## config.mk

```make
export PLATFORM = sky130hd
export DESIGN_NAME = store_trace_fifo
export DESIGN_NICKNAME = d
export VERILOG_FILES = /design/src/rtl/store_trace_pkg.sv /design/src/rtl/trace_ram.sv /design/src/rtl/store_trace_fifo.sv
export SDC_FILE = /design/constraint.sdc
export NUM_CORES = 1
export LEC_CHECK = 0
export BUFFER_PORTS_ARGS = -buffer_cell sky130_fd_sc_hd__buf_2
export CORE_MARGIN = 10
export CORE_UTILIZATION = 26
export DETAILED_ROUTE_END_ITERATION = 8
export SYNTH_ARGS = -nofsm -noshare
export SYNTH_HDL_FRONTEND = slang
export SYNTH_SLANG_ARGS = --single-unit
```

## constraint.sdc

```tcl
create_clock -name clk -period 15.5 [get_ports clk]
set_input_delay 1.55 -clock clk [delete_from_list [all_inputs] [get_ports clk]]
set_output_delay 1.55 -clock clk [all_outputs]
set_load 0.01 [all_outputs]
```

## src/rtl/store_trace_pkg.sv

```systemverilog
// Shared types and constants for the store trace FIFO.
// The optional end-of-test detector is enabled with STORE_TRACE_MATCH_EN.
package store_trace_pkg;

    typedef struct packed {
        logic [31:0] addr;
        logic [31:0] data;
    } trace_entry_t;

    localparam logic [31:0] MATCH_ADDR_DEF = 32'd84;
    localparam logic [31:0] MATCH_DATA_DEF = 32'd5;
    localparam int          DROP_CNT_W     = 16;

endpackage

```

## src/rtl/trace_ram.sv

```systemverilog
// Trace entry storage: one synchronous write port, one asynchronous read port.
// Contents are never reset; validity is tracked by the FIFO pointers.
module trace_ram
    import store_trace_pkg::*;
#(
    parameter int DEPTH = 8,
    parameter int AW    = $clog2(DEPTH)
) (
    input  logic         clk,
    input  logic         we,
    input  logic [AW-1:0] waddr,
    input  trace_entry_t wdata,
    input  logic [AW-1:0] raddr,
    output trace_entry_t rdata
);

    trace_entry_t mem [DEPTH];

    always_ff @(posedge clk) begin
        if (we) begin
            mem[waddr] <= wdata;
        end
    end

    assign rdata = mem[raddr];

endmodule

```

## src/rtl/store_trace_fifo.sv

```systemverilog
// Captures core data-memory stores into a FIFO drained over a valid/ready port.
// Define STORE_TRACE_MATCH_EN to add the sticky end-of-test store detector (match port).
module store_trace_fifo
    import store_trace_pkg::*;
#(
    parameter int          DEPTH      = 8,
    parameter logic [31:0] MATCH_ADDR = MATCH_ADDR_DEF,
    parameter logic [31:0] MATCH_DATA = MATCH_DATA_DEF
) (
    input  logic                      clk,
    input  logic                      reset,
    input  logic                      memwrite,
    input  logic [31:0]               dataadr,
    input  logic [31:0]               writedata,
    output logic                      out_valid,
    input  logic                      out_ready,
    output logic [31:0]               out_addr,
    output logic [31:0]               out_data,
    output logic [$clog2(DEPTH):0]    count,
    output logic                      overflow,
    output logic [DROP_CNT_W-1:0]     drop_cnt
`ifdef STORE_TRACE_MATCH_EN
    ,
    output logic                      match
`endif
);

    localparam int AW = $clog2(DEPTH);
    localparam int CW = AW + 1;

    logic [AW-1:0] wr_ptr;
    logic [AW-1:0] rd_ptr;
    logic          full;
    logic          pop;
    logic          push;
    logic          drop;
    trace_entry_t  wr_entry;
    trace_entry_t  head;

    assign full      = (count == CW'(DEPTH));
    assign out_valid = (count != '0);
    assign pop       = out_valid && out_ready;
    // A pop in the same cycle frees a slot, so a full FIFO still accepts the store.
    assign push      = memwrite && !reset && (!full || pop);
    assign drop      = memwrite && !reset && full && !pop;

    assign wr_entry.addr = dataadr;
    assign wr_entry.data = writedata;

    trace_ram #(
        .DEPTH (DEPTH),
        .AW    (AW)
    ) u_ram (
        .clk   (clk),
        .we    (push),
        .waddr (wr_ptr),
        .wdata (wr_entry),
        .raddr (rd_ptr),
        .rdata (head)
    );

    assign out_addr = out_valid ? head.addr : '0;
    assign out_data = out_valid ? head.data : '0;

    always_ff @(posedge clk) begin
        if (reset) begin
            wr_ptr   <= '0;
            rd_ptr   <= '0;
            count    <= '0;
            overflow <= 1'b0;
            drop_cnt <= '0;
        end else begin
            if (push) begin
                wr_ptr <= wr_ptr + AW'(1);
            end
            if (pop) begin
                rd_ptr <= rd_ptr + AW'(1);
            end
            if (push && !pop) begin
                count <= count + CW'(1);
            end else if (pop && !push) begin
                count <= count - CW'(1);
            end
            if (drop) begin
                overflow <= 1'b1;
                if (drop_cnt != '1) begin
                    drop_cnt <= drop_cnt + DROP_CNT_W'(1);
                end
            end
        end
    end

`ifdef STORE_TRACE_MATCH_EN
    // Checked on every store strobe, including ones dropped for lack of space.
    always_ff @(posedge clk) begin
        if (reset) begin
            match <= 1'b0;
        end else if (memwrite && (dataadr == MATCH_ADDR) && (writedata == MATCH_DATA)) begin
            match <= 1'b1;
        end
    end
`endif

endmodule

```

# Word-level counts from Yosys, hierarchy flattened
# Memory sizes are Yosys's and may differ from the RTL's. A register that Yosys moved wholly into a read port is not among the register bits.
# Cells that the tools add are included.
# totals
reg_bits	27
ram_bits	512
input_bits	68
output_inout_bits	86
word_cells	36
mem_count	1
# classes
addsub	5
eq_ne	2
mux	8
n_reduce_logical	15
# memory_table
name	depth	word_bits	read_ports	rd_ports_with_merged_regs	write_ports	line	rtl
u_ram.mem	8	64	1	1	1	trace_ram.sv:17	trace_entry_t mem [DEPTH];
# op_table
cell	n
$mux 32	2
$add 16x1->16 const B	1
$ne 16x16->1 const B	1
$mux 4	2
$logic_and 1x1->1	7
$add 3x1->3 const B	2
$mux 3	2
$add 4x1->4 const B	1
$eq 4x4->1 const B	1
$logic_not 1->1	4
$reduce_bool 4->1	1
$sub 4x1->4 const B	1
$mux 1	2
$reduce_and 2->1	1
$reduce_bool 2->1	1
$logic_or 1x1->1	1

# Depth between registers and ports, before layout
# logic_depth
word_depth	8
mapped_depth	12
ltp_nobuf	11

# Modules after synthesis
# From an unflattened synthesis, not the netlist that was laid out.
# hier_totals
hier_cells	983
hier_area_um2	21164.0
# modules_own_cells
mod	n_inst	cells_per_inst	area_per_inst_um2	seq_area_each_um2
trace_ram	1	752	19266.0	15374.7
store_trace_fifo	1	231	1898.1	540.5

# Worst setup path after synthesis
# No wires, ideal clock.
# synth_timing
path_kind	in2reg
startpoint	input reset
endpoint	memory u_ram.mem[4][0] in the netlist's numbering (enable)
setup_ps	578
arrival_ps	6943
required_ps	14922
path_slack_ps	7979
path_stages	4
path_buffers	0
cell_sequence	nand2b_1 > a21oi_1 > nand2b_1 > nor3b_1
# synth_between
elab_chain_len	5
# synth_lines
element	line	rtl
start: declaration	store_trace_fifo.sv:11	input logic reset,
$logic_not 1->1	store_trace_fifo.sv:44	assign push = memwrite && !reset && (!full || pop);
$logic_and 1x1->1 (2 in a row)	store_trace_fifo.sv:44	
net push	store_trace_fifo.sv:35	logic push;
$mux 1	trace_ram.sv:20	if (we) begin
$mux 1 (implied by the code)	trace_ram.sv:21	mem[waddr] <= wdata;
end: declaration	trace_ram.sv:17	
# The timed path passes the listed nets, and every way through them passes these cells.

==> impl_metrics.toml <==
[detailed_routing]
first_pass_iters = 5
drt-met1-wl_um = 19400
remaining_drc_errors = 0
routed_via_density = 4.46
wl_met2_um = 25000
routed.top_layer = "met5"
avgRoutedWirePerCell_um = 21.0
drtIter0Drc = 593
routed-wl-met3_um = 2380
drtAntennaViolNets = 0
vias = 10120
drt_wl_total_um = 47700

[setup_path]
critPathCaptureType = "output port"
crit_buf_inv = 2
r2r_start = "count[0]$_SDFFE_PP0P_"
max_stage_delay_ns = 0.91
crit_slowest_cell = "dfxtp_4"
cp_cell_sequence = "buf_4 -> mux4_2 -> mux2i_1 -> nor2_1 -> buf_2"
required_ns = 13.95
critPathMaxFanout = 46
crit_path_start_kind = "flip-flop"
crit_family = "buffers and inverters"
critPathKind = "reg -> out"
crit_arrival_ns = 3.56

[global_routing]
grt_max_degree = 66
antenna_found_initial = 8
grt_pass1_vias = 11114
grt_pass1_wl_um = 71200
grt-ovfl-total = 0
grt.total_usage = 0.103

[place]
gp_congestion = 0.709
io_buffer_count = 153
placed_area_mm2 = 0.0230
placed_cells = 2169
hpwl_um = 26200

[sta]
fin_crit_ns = 5.11
setup_violations = 0
rsz0062_at_grt = "false"
whs_ns = 0.469
slew_violations = 0
period_share = 0.330
skew_ns = 0.0155
fmax_mhz = 196
finalHoldViolCount = 0
relSlewSlack = 0.319
tns_ns = 0
worstMarginPinSlew_ns = 1.02

[floorplan]
die_w_um = 303
die-area_mm2 = 0.0919
coreArea_mm2 = 0.0793
die_h_um = 303
initial_core_util = 0.263
rows = 103
ioPinCount = 154

[logic_synthesis]
synth_area_mm2 = 0.0208
synth_top_family_by_area = "multiplexers"
synth_edf_count = 512
ys_ff_latch = 542
ys_types = 40
ys_warn_count = 0
synth_xor_xnor_area_share = 0.00210
synthSimpleGateAreaFrac = 0.0350
synthesis.nets = 1069
async_flop_share = 0
ys_seq_area_frac = 0.766
synth_compound_area_frac = 0.00960
yosys-top-cells-area = "edfxtp_1 (74%), mux4_2 (14%), mux2i_1 (3.2%)"
muxShareOfSynthArea = 0.172
synth_top_area_share = 0.738
synthTopCellsByCount = "edfxtp_1 (512), mux4_2 (128), nor2_1 (83)"
synth.most_common_cell = "edfxtp_1"
synth_top_cell_by_area = "edfxtp_1"
synthCells = 994
synth_ff_type = "edfxtp_1"
synth_fa_ha_area_frac = 0.00456
syn-mean-instance-area_um2 = 21.0

[layout]
final_area_mm2 = 0.0248
syn2layout_area_growth_pct = 18.8
fillers = 7626
final_nets = 1253
drive_gt1_frac = 0.329
fin_util = 0.312
finalNonFillerCells = 2271

[hold_path]
hold_start = "overflow$_SDFFE_PP0P_"
worstHoldPathType = "reg -> reg"

[pwr]
power.density_mw_per_mm2 = 150
p_leak_nw = 7.73
peakVddDrop_mv = 0.130

[cts]
cts-hold-fix-buffers = 0
clkSlewWorstSetupHoldPaths_ns = 0.06
cts_buffers = 57
ctsResizeCount = 0
cts_tree = "done"
clkLatencyLatePin_ns = 0.60
clk_path_buf_depth = 3
post_cts_buffers = 0
htree_levels = 2
cts-root-buf = "clkbuf_16"
numClockSinks = 542

[flow_run]
cap_viol_max_count = 0

[run_status]
status = "finished, final reports clean"
layer usage:
metal / global-route usage / vias up
met1: 0.123 / 5367
met3: 0.0228 / 71
met4: 0.0258 / 10
met5: 0 / -
li1: - / 4459
met2: 0.187 / 213
cell families (layout without fill, tap and decap cells):
logic type | Yosys count | count (layout)
other | 0 | 2
flip-flops | 542 | 542
adder cells (fa/ha/maj) | 7 | 7
XOR/XNOR | 5 | 5
buffers and inverters | 56 | 281
AND/OR/NAND/NOR | 152 | 152
AO/OA/AOI/OAI | 34 | 34
multiplexers | 198 | 198
per-stage QoR:
step	worst slack (ns)	total power, mW
6_report	10.39	3.72
5_1_grt	9.99	3.91
4_1_cts	10.15	3.80
3_5_place_dp	10.78	2.48
3_3_place_gp	10.78	2.48
2_1_floorplan	7.98	2.18
layout make-up:
type | count | area [µm²] | area share
clock inverter | 33 | 307 | 0.0124
tap | 1050 | 1310 | 0.0531
sequential | 542 | 16000 | 0.646
timing repair buffer | 176 | 938 | 0.0379
clock buffer | 67 | 1490 | 0.0600
multi-input combinational | 396 | 4710 | 0.190
inverter | 5 | 18.8 | 0.000758
antenna | 2 | 5.00 | 0.000202
power breakdown:
| part | leakage, nW | switching (mW) | internal [mW] |
|---|---|---|---|
| Clock | 0.869 | 0.552 | 0.751 |
| Combinational | 2.00 | 0.410 | 0.324 |
| Sequential | 4.87 | 0.0460 | 1.64 |
cell usage in the layout (no fill, tap or decap), drive strengths merged, types with 5 or more instances in the layout:
master,count
a21oi,15
buf,176
clkbuf,67
clkinv,24
dfxtp,30
edfxtp,512
ha,6
inv,7
mux2i,67
mux4,128
nand2,11
nand3,8
nand4,5
nor2,83
nor3,9
o21ai,6
o31ai,7
or4,7
path summary, 6_finish.rpt:
path              depth (start not counted)               endpoint  slack, ns
setup reg to reg                         12  count[3]$_SDFFE_PP0P_      11.65
setup / recovery                          5           out_data[12]      10.39
hold reg to reg                           2  overflow$_SDFFE_PP0P_       0.47
hold / removal                            2  overflow$_SDFFE_PP0P_       0.47
worst min-delay path: cells and delay by family (launching register included):
family	cells	cell delay [ns]
compound gates	1	0.07
flops	1	0.31
buf+inv	1	0.04
registers in the layout, indices dropped and copies added, names as in the netlist, named ones only:
signal,count
drop_cnt,16
overflow,1
count,4
wr_ptr,3
rd_ptr,3
u_ram.mem,512
(Power assumes the default switching activity.)
